## config.mk

```make
export PLATFORM = sky130hd
export DESIGN_NAME = result_accum
export DESIGN_NICKNAME = d
export VERILOG_FILES = /design/src/rtl/result_accum_pkg.sv /design/src/rtl/result_accum_ctrl.sv /design/src/rtl/result_accum.sv
export SDC_FILE = /design/constraint.sdc
export NUM_CORES = 1
export LEC_CHECK = 0
export CAP_MARGIN = 20
export CORE_ASPECT_RATIO = 1.5
export CORE_UTILIZATION = 50
export CTS_BUF_LIST = sky130_fd_sc_hd__clkbuf_8
export DETAILED_ROUTE_END_ITERATION = 8
export PLACE_DENSITY_LB_ADDON = 0.25
export SYNTH_ARGS = -nofsm -noshare
export SYNTH_HDL_FRONTEND = slang
export SYNTH_SLANG_ARGS = --single-unit
```

## constraint.sdc

```tcl
create_clock -name iCLK -period 3.03 [get_ports iCLK]
set_input_delay 0.606 -clock iCLK [delete_from_list [all_inputs] [get_ports iCLK]]
set_output_delay 0.606 -clock iCLK [all_outputs]
set_load 0.05 [all_outputs]
```

## src/rtl/result_accum_pkg.sv

```systemverilog
// Shared types and sizing for the result accumulator: FSM state encoding,
// upstream result width and the window-sum width helper.
package result_accum_pkg;

  localparam int RESULT_W = 17;

  typedef enum logic {
    ACC  = 1'b0,
    HOLD = 1'b1
  } accState_e;

  // A window of 2^lenLog2 full-scale results fits exactly in this many bits.
  function automatic int sumWidth(input int lenLog2);
    return RESULT_W + lenLog2;
  endfunction

endpackage

```

## src/rtl/result_accum_ctrl.sv

```systemverilog
// Window controller for result_accum: ACC/HOLD state machine and beat counter.
// Emits one-cycle strobes for accepted beats, the closing beat and the output release.
module result_accum_ctrl
  import result_accum_pkg::*;
#(
  parameter int ACC_LEN_LOG2 = 3
) (
  input  logic      iCLK,
  input  logic      iRST,
  input  logic      iCLR,
  input  logic      iVALID,
  input  logic      iREADY,
  output logic      oAccept,
  output logic      oLast,
  output logic      oRelease,
  output accState_e oState
);

  localparam logic [ACC_LEN_LOG2-1:0] LAST_CNT = '1;
  localparam logic [ACC_LEN_LOG2-1:0] ONE      = 1;

  accState_e               state, stateNext;
  logic [ACC_LEN_LOG2-1:0] count, countNext;

  always_ff @(posedge iCLK) begin
    if (iRST) begin
      state <= ACC;
      count <= '0;
    end else begin
      state <= stateNext;
      count <= countNext;
    end
  end

  // Handshake: a beat is taken when iVALID is high in ACC (oREADY = ACC);
  // the window result is released when iREADY is high in HOLD (oVALID = HOLD).
  // iCLR overrides both, dropping the beat or the pending result.
  always_comb begin
    stateNext = state;
    countNext = count;
    oAccept   = 1'b0;
    oLast     = 1'b0;
    oRelease  = 1'b0;
    if (iCLR) begin
      stateNext = ACC;
      countNext = '0;
    end else begin
      case (state)
        ACC: begin
          if (iVALID) begin
            oAccept   = 1'b1;
            countNext = count + ONE;
            if (count == LAST_CNT) begin
              oLast     = 1'b1;
              stateNext = HOLD;
            end
          end
        end
        HOLD: begin
          if (iREADY) begin
            oRelease  = 1'b1;
            stateNext = ACC;
            countNext = '0;
          end
        end
        default: stateNext = ACC;
      endcase
    end
  end

  assign oState = state;

endmodule

```

## src/rtl/result_accum.sv

```systemverilog
// Windowed accumulator: sums 2^ACC_LEN_LOG2 upstream results, then presents sum and mean.
// Optional feature macro RESULT_ACCUM_MAX_EN adds oMAX, the window's largest result.
module result_accum
  import result_accum_pkg::*;
#(
  parameter  int ACC_LEN_LOG2 = 3,
  localparam int SUM_W        = sumWidth(ACC_LEN_LOG2)
) (
  input  logic                iCLK,
  input  logic                iRST,
  input  logic                iCLR,
  input  logic                iVALID,
  input  logic [RESULT_W-1:0] iRESULT,
  output logic                oREADY,
  output logic                oVALID,
  input  logic                iREADY,
  output logic [SUM_W-1:0]    oSUM,
  output logic [RESULT_W-1:0] oAVG
`ifdef RESULT_ACCUM_MAX_EN
  ,
  output logic [RESULT_W-1:0] oMAX
`endif
);

  accState_e        ctrlState;
  logic             beatAcc;
  logic             beatLast;
  logic             winRelease;
  logic [SUM_W-1:0] sum;
  logic [SUM_W-1:0] sumNext;

  result_accum_ctrl #(
    .ACC_LEN_LOG2(ACC_LEN_LOG2)
  ) uCtrl (
    .iCLK    (iCLK),
    .iRST    (iRST),
    .iCLR    (iCLR),
    .iVALID  (iVALID),
    .iREADY  (iREADY),
    .oAccept (beatAcc),
    .oLast   (beatLast),
    .oRelease(winRelease),
    .oState  (ctrlState)
  );

  assign oREADY  = (ctrlState == ACC);
  assign oVALID  = (ctrlState == HOLD);
  assign sumNext = sum + SUM_W'(iRESULT);

  // The closing beat's sum goes straight to the outputs so they update on that edge.
  always_ff @(posedge iCLK) begin
    if (iRST || iCLR) begin
      sum  <= '0;
      oSUM <= '0;
      oAVG <= '0;
    end else begin
      if (beatAcc) sum <= sumNext;
      if (beatLast) begin
        oSUM <= sumNext;
        oAVG <= sumNext[SUM_W-1:ACC_LEN_LOG2];
      end
      if (winRelease) sum <= '0;
    end
  end

`ifdef RESULT_ACCUM_MAX_EN
  logic [RESULT_W-1:0] maxTrack;
  logic [RESULT_W-1:0] maxNext;

  assign maxNext = (iRESULT > maxTrack) ? iRESULT : maxTrack;

  always_ff @(posedge iCLK) begin
    if (iRST || iCLR) begin
      maxTrack <= '0;
      oMAX     <= '0;
    end else begin
      if (beatAcc) maxTrack <= maxNext;
      if (beatLast) oMAX <= maxNext;
      if (winRelease) maxTrack <= '0;
    end
  end
`endif

endmodule

```

==> results.py, run 1 <==
metrics = {
    "timing": {
        "tightestPinTransition_ps": 523,
        "hold_viol": 0,
        "period_minus_slack_ps": 2760,
        "drv_slew": 0,
        "max_clock_freq_mhz": 362,
        "worst_slack_ps": 265,
        "maxSlewHeadroom_pct": 65.0,
        "finalCritPeriodShare_pct": 91.3,
        "finalClockSkew_ps": 8.78,
        "setup_viol": 0,
        "rsz0062_at_grt": "no",
    },
    "grt": {
        "use_met1_pct": 24.4,
        "antenna_found_initial": 0,
        "use_met3_pct": 4.13,
        "top_usage_layer": "met2",
        "grt-ovfl-total": 0,
        "grt_pass1_vias": 2470,
        "grt_util_met2_pct": 44.7,
        "grt_max_degree": 23,
        "grt_pass1_wl_um": 11100,
        "grt_use_total_pct": 24.2,
    },
    "cells_and_area": {
        "regArea_um2": 881,
        "fin_util_pct": 64.3,
        "layout_commonest_cell": "clkdlybuf4s50_1",
        "fill_cells": 512,
        "drive_above_1_share_pct": 9.43,
        "nets": 444,
        "antennaDiodeCount": 0,
        "syn_to_final_growth_pct": 24.4,
        "final_cell_mix": "60 x clkdlybuf4s50_1, 54 x nand2_1, 44 x dfxtp_1",
        "multi_input_area_um2": 1720,
    },
    "placed_design": {
        "place_congestion": 0.935,
        "dp_hpwl_um": 5280,
        "dp_slack_ps": -16.6,
        "placement.io_buffers": 60,
    },
    "hold_path": {
        "holdPathEnd": "sum[6]",
        "hold_class": "reg2reg",
        "worstHoldStart": "sum[6]",
        "hold_path_depth": 2,
    },
    "yosys": {
        "synth_top_cell_area_share_pct": 31.2,
        "ys_seq_elements": 44,
        "netlist_instances": 360,
        "synthArstFlopShare_pct": 0,
        "yosys.area.top_type": "dfxtp_1",
        "avgSynthCellArea_um2": 7.83,
        "ys_types": 50,
        "synth-edff-count": 0,
        "yosys-top-cells-area": "dfxtp_1 31%, ha_1 8.4%, nand2_1 7.2%, a21oi_1 6.6%, buf_4 4.5%",
        "syn_area_um2": 2820,
        "ys.flop_type": "dfxtp_1",
        "yosysWarnings": 0,
        "ys_seq_area_share_pct": 31.2,
        "syn_nets": 402,
    },
    "drt": {
        "drtIter0Drc": 99,
        "viasPerCell": 5.78,
        "drt.antenna.violating_nets": 0,
        "totalWireLength_um": 7060,
        "first_pass_iters": 4,
        "via_count": 2736,
        "drc": 0,
        "post_drt_wl_per_cell_um": 14.9,
    },
    "floorplanning": {
        "die-width_um": 63.3,
        "row_count": 33,
        "io_pins": 61,
        "fp.dieH_um": 94.0,
        "start_util_pct": 51.7,
        "core_area_um2": 5450,
        "dieArea_um2": 5950,
    },
    "cts": {
        "cts_setup_buffers": 0,
        "ctsHoldBuffers": 0,
        "htreeDepth": 2,
        "cts_buffers": 5,
        "post_cts_resize_count": 0,
        "root_buffer": "clkbuf_8",
        "clk_pin_slew_ps": 100,
        "cts_tree": "done",
        "clk_path_buf_depth": 2,
        "clkLatencyLatePin_ps": 310,
        "cts.sinks": 44,
    },
    "power": {
        "leakage_uw": 0.00128,
        "ir_worst_vdd_v": 0.000338,
        "p_switching_uw": 352,
        "comb_power_share_pct": 15.3,
        "clkPwrFrac_pct": 38.1,
        "internal-power_uw": 914,
        "power.density_nw_per_um2": 361,
        "seq_power_share_pct": 46.5,
        "switching_share_pct": 27.8,
    },
    "setup_path": {
        "crit_path_start_kind": "primary input",
        "rr_worst_depth": 8,
        "criticalPathCategory": "in2reg",
        "reg2reg_to": "oSUM[18]",
        "cp.arrival_ps": 2990,
        "critPathCaptureType": "register",
        "crit_fanout": 4,
        "r2r-start": "sum[0]",
        "crit_path_top_delay_cell": "fa_1",
        "slowest_delay_ps": 420,
        "path_cells": "clkdlybuf4s50_1 -> ha_1 -> fa_1 -> a21oi_1 -> o22ai_2 -> or3b_4 -> a32oi_2 -> nor2_1 -> a211oi_1",
        "crit_required_ps": 3260,
        "rrSetupSlack_ps": 660,
    },
    "job": {
        "max-cap-violations": 0,
    },
    "status": {
        "outcome": "completed",
    },
}
synthesized netlist by cell type (2+ instances only):
| library cell | n |
|---|---|
| buf_1 | 2 |
| ha_1 | 19 |
| nor3b_1 | 2 |
| or3_1 | 4 |
| dfxtp_1 | 44 |
| o21ai_0 | 15 |
| inv_1 | 4 |
| o211ai_1 | 5 |
| or4_1 | 2 |
| a31oi_1 | 5 |
| nand4_1 | 6 |
| a31o_2 | 2 |
| and2_1 | 2 |
| nand2_1 | 54 |
| a21o_1 | 2 |
| a21oi_2 | 3 |
| mux2i_1 | 3 |
| a22oi_1 | 2 |
| a221oi_2 | 2 |
| o2111ai_1 | 3 |
| nor3_1 | 8 |
| o21a_1 | 4 |
| xnor2_1 | 8 |
| xor2_1 | 3 |
| nor2b_1 | 5 |
| buf_2 | 7 |
| nor2_1 | 29 |
| buf_4 | 17 |
| o21ai_1 | 2 |
| nand3_1 | 18 |
| and3_1 | 3 |
| clkbuf_1 | 11 |
| a21oi_1 | 37 |
| nand2b_1 | 3 |
| a211oi_1 | 9 |
state kept, by name, indices dropped and copies added, names as in the netlist:
name / flops
uCtrl.oState: 1
uCtrl.count: 3
sum: 20
oSUM: 20
metrics by stage:
step	total power [uW]	cell area [um2]	cells	setup TNS (ps)	hold WS, ps
2_1_floorplan	723	2820	360	0	429
3_3_place_gp	791	3390	465	0	446
3_5_place_dp	793	3390	465	-21.6	453
4_1_cts	1270	3510	473	0	466
5_1_grt	1310	3510	473	0	488
6_report	1270	3510	473	0	464
final cells by class:
class	count	share of cell area (%)
inverter	4	0.428
clock inverter	3	1.32
tap	70	2.50
multi-input combinational	275	49.0
clock buffer	5	1.96
sequential	44	25.1
timing repair buffer	72	19.7
per-layer routing:
layer | up-vias | part of all wire (%) | wire length (um)
met2 | 92 | 51 | 3610
met1 | 1254 | 39 | 2750
met5 | - | 0 | 0
met3 | 28 | 4.7 | 331
met4 | 0 | 5.2 | 367
li1 | 1362 | - | -
worst max-delay path, delay by kind of cell:
family	cells	cell delay [ps]
compound gates	4	830
fa+ha+maj	2	640
buf+inv	1	400
simple gates	2	500
how the worst max path moves through the flow:
stage | from | end | slack (ps) | cells past startpoint
2_1_floorplan | iRESULT[0] | oSUM[12] | 540 | 8
3_3_place_gp | iRESULT[0] | oSUM[12] | 40 | 9
3_5_place_dp | iRESULT[0] | oSUM[18] | -20 | 9
4_1_cts | iRESULT[0] | oSUM[18] | 280 | 9
5_1_grt | iRESULT[0] | oSUM[18] | 150 | 9
6_report | iRESULT[0] | oSUM[18] | 270 | 9
power groups by stage:
stage,clock network [uW],registers (uW),logic [uW]
3_3_place_gp,0,602,189
4_1_cts,490,589,193
5_1_grt,504,590,213
2_1_floorplan,0,601,122
6_report,483,589,194
3_5_place_dp,0,602,191
cells by family (layout without fill, tap and decap cells):
family | count (synthesis) | count (layout) | share of synthesized area [%]
AOI/OAI and AO/OA | 98 | 98 | 23.0
DFF | 44 | 44 | 31.2
buffers and inverters | 41 | 84 | 8.03
xor gates and xnor gates | 11 | 11 | 3.42
muxes | 3 | 3 | 1.06
adders and majority gates | 20 | 20 | 9.14
and+or+nand+nor | 143 | 143 | 24.1
Note: power is estimated with default switching activity, not from simulation.
==> run 2, diff against run 1 <==
--- a/config.mk
+++ b/config.mk
@@ -7,10 +7,10 @@
 export LEC_CHECK = 0
 export CAP_MARGIN = 20
 export CORE_ASPECT_RATIO = 1.5
-export CORE_UTILIZATION = 50
+export CORE_UTILIZATION = 30
 export CTS_BUF_LIST = sky130_fd_sc_hd__clkbuf_8
 export DETAILED_ROUTE_END_ITERATION = 8
-export PLACE_DENSITY_LB_ADDON = 0.25
+export PLACE_DENSITY = 0.62
 export SYNTH_ARGS = -nofsm -noshare
 export SYNTH_HDL_FRONTEND = slang
 export SYNTH_SLANG_ARGS = --single-unit
==> results.py, run 2 (same netlist as run 1, synthesis figures left out) <==
metrics = {
    "setup_path": {
        "criticalPathCategory": "in2reg",
        "critPathCaptureType": "register",
        "crit_fanout": 3,
        "crit_path_start_kind": "primary input",
        "crit_required_ps": 3230,
        "rrSetupSlack_ps": 690,
        "cp.arrival_ps": 2950,
    },
    "cts": {
        "clk_pin_slew_ps": 90,
        "cts_buffers": 5,
        "root_buffer": "clkbuf_8",
        "cts_tree": "done",
        "clkLatencyLatePin_ps": 300,
        "ctsHoldBuffers": 0,
        "clk_path_buf_depth": 2,
        "cts_setup_buffers": 0,
        "cts.sinks": 44,
        "post_cts_resize_count": 0,
        "htreeDepth": 2,
    },
    "drt": {
        "first_pass_iters": 6,
        "drt.antenna.violating_nets": 0,
        "totalWireLength_um": 7760,
        "post_drt_wl_per_cell_um": 14.8,
        "drtIter0Drc": 114,
        "drc": 0,
        "viasPerCell": 5.26,
        "via_count": 2753,
    },
    "status": {
        "outcome": "completed",
    },
    "grt": {
        "grt_pass1_wl_um": 12800,
        "grt_pass1_vias": 2677,
        "grt-ovfl-total": 0,
        "grt_max_degree": 23,
        "antenna_found_initial": 0,
        "grt_use_total_pct": 17.1,
    },
    "timing": {
        "rsz0062_at_grt": "no",
        "worst_slack_ps": 279,
        "period_minus_slack_ps": 2750,
        "tightestPinTransition_ps": 500,
        "drv_slew": 0,
        "max_clock_freq_mhz": 364,
        "maxSlewHeadroom_pct": 66.5,
        "hold_viol": 0,
        "setup_viol": 0,
        "finalCritPeriodShare_pct": 90.8,
        "finalClockSkew_ps": 4.50,
    },
    "cells_and_area": {
        "design_area_um2": 3590,
        "antennaDiodeCount": 0,
        "final_cell_mix": "60 x clkdlybuf4s50_1, 54 x nand2_1, 44 x dfxtp_1",
        "nets": 453,
        "fill_cells": 942,
        "drive_above_1_share_pct": 11.2,
        "fin_util_pct": 39.1,
        "top_regs": "oSUM x20, sum x20, uCtrl.count x3",
        "syn_to_final_growth_pct": 27.4,
        "layout_commonest_cell": "clkdlybuf4s50_1",
    },
    "power": {
        "leakage_uw": 0.00131,
        "power.density_nw_per_um2": 324,
        "power.total_uw": 1160,
        "ir_worst_vdd_v": 0.000178,
    },
    "placed_design": {
        "dp_hpwl_um": 6030,
        "post_dp_cell_area_um2": 3510,
        "placement.io_buffers": 60,
        "place_congestion": 0.912,
        "dp_slack_ps": -30.4,
    },
    "floorplanning": {
        "die-width_um": 81.2,
        "row_count": 43,
        "start_util_pct": 30.7,
        "core_area_um2": 9200,
        "fp.dieH_um": 121,
        "io_pins": 61,
        "dieArea_um2": 9800,
    },
    "hold_path": {
        "hold_class": "reg2reg",
    },
    "job": {
        "max-cap-violations": 0,
    },
}
## run 2: changes by cell type in the layout (fill, tap and decap cells not counted), sizes merged
cell,before,now
buf,12,21
bufinv,1,0
clkinv,0,1
inv,5,4
## run 2: layer usage
layer / routed length, um / global-route usage (%) / vias up
met1: 3060 / 18.6 / 1291
met4: 211 / 7.03 / 0
met3: 258 / 2.26 / 16
met5: 0 / 0 / -
met2: 4230 / 31.8 / 76
li1: - / - / 1370
## run 2: through the flow
step           std cells  TNS, ps  hold WS [ps]
2_1_floorplan        360        0           429
4_1_cts              523        0           469
3_5_place_dp         516    -30.4           453
5_1_grt              523        0           492
3_3_place_gp         516        0           444
6_report             523        0           463
## run 2: final timing paths
check,startpoint,to,cells after the start
hold / removal,oSUM[0],oSUM[0],2
setup / recovery,iRESULT[0],oSUM[12],9
setup reg to reg,sum[0],oSUM[12],8
hold reg to reg,oSUM[0],oSUM[0],2
## run 2: cell type report
| type | instances | area, um2 | area share [%] |
|---|---|---|---|
| Timing Repair Buffer | 81 | 758 | 21.1 |
| Sequential cell | 44 | 881 | 24.5 |
| Clock buffer | 5 | 68.8 | 1.92 |
| Clock inverter | 2 | 12.5 | 0.348 |
| Tap cell | 112 | 140 | 3.90 |
| Inverter | 4 | 15.0 | 0.418 |
| Multi-Input combinational cell | 275 | 1720 | 47.8 |
## run 2: worst max-delay path, cell delays in order
cell	delay, ps
clkdlybuf4s50_1	410
ha_1	230
fa_1	410
a21oi_1	230
o22ai_2	140
or3b_4	420
and3b_2	260
mux2i_1	170
a21oi_1	80
## run 2: where the power goes
group	switching (uW)	leakage (uW)	total, uW	internal [uW]
sequential	4.63	0.000355	589	585
clock	216	0.0000400	373	157
combinational	115	0.000910	203	87.8
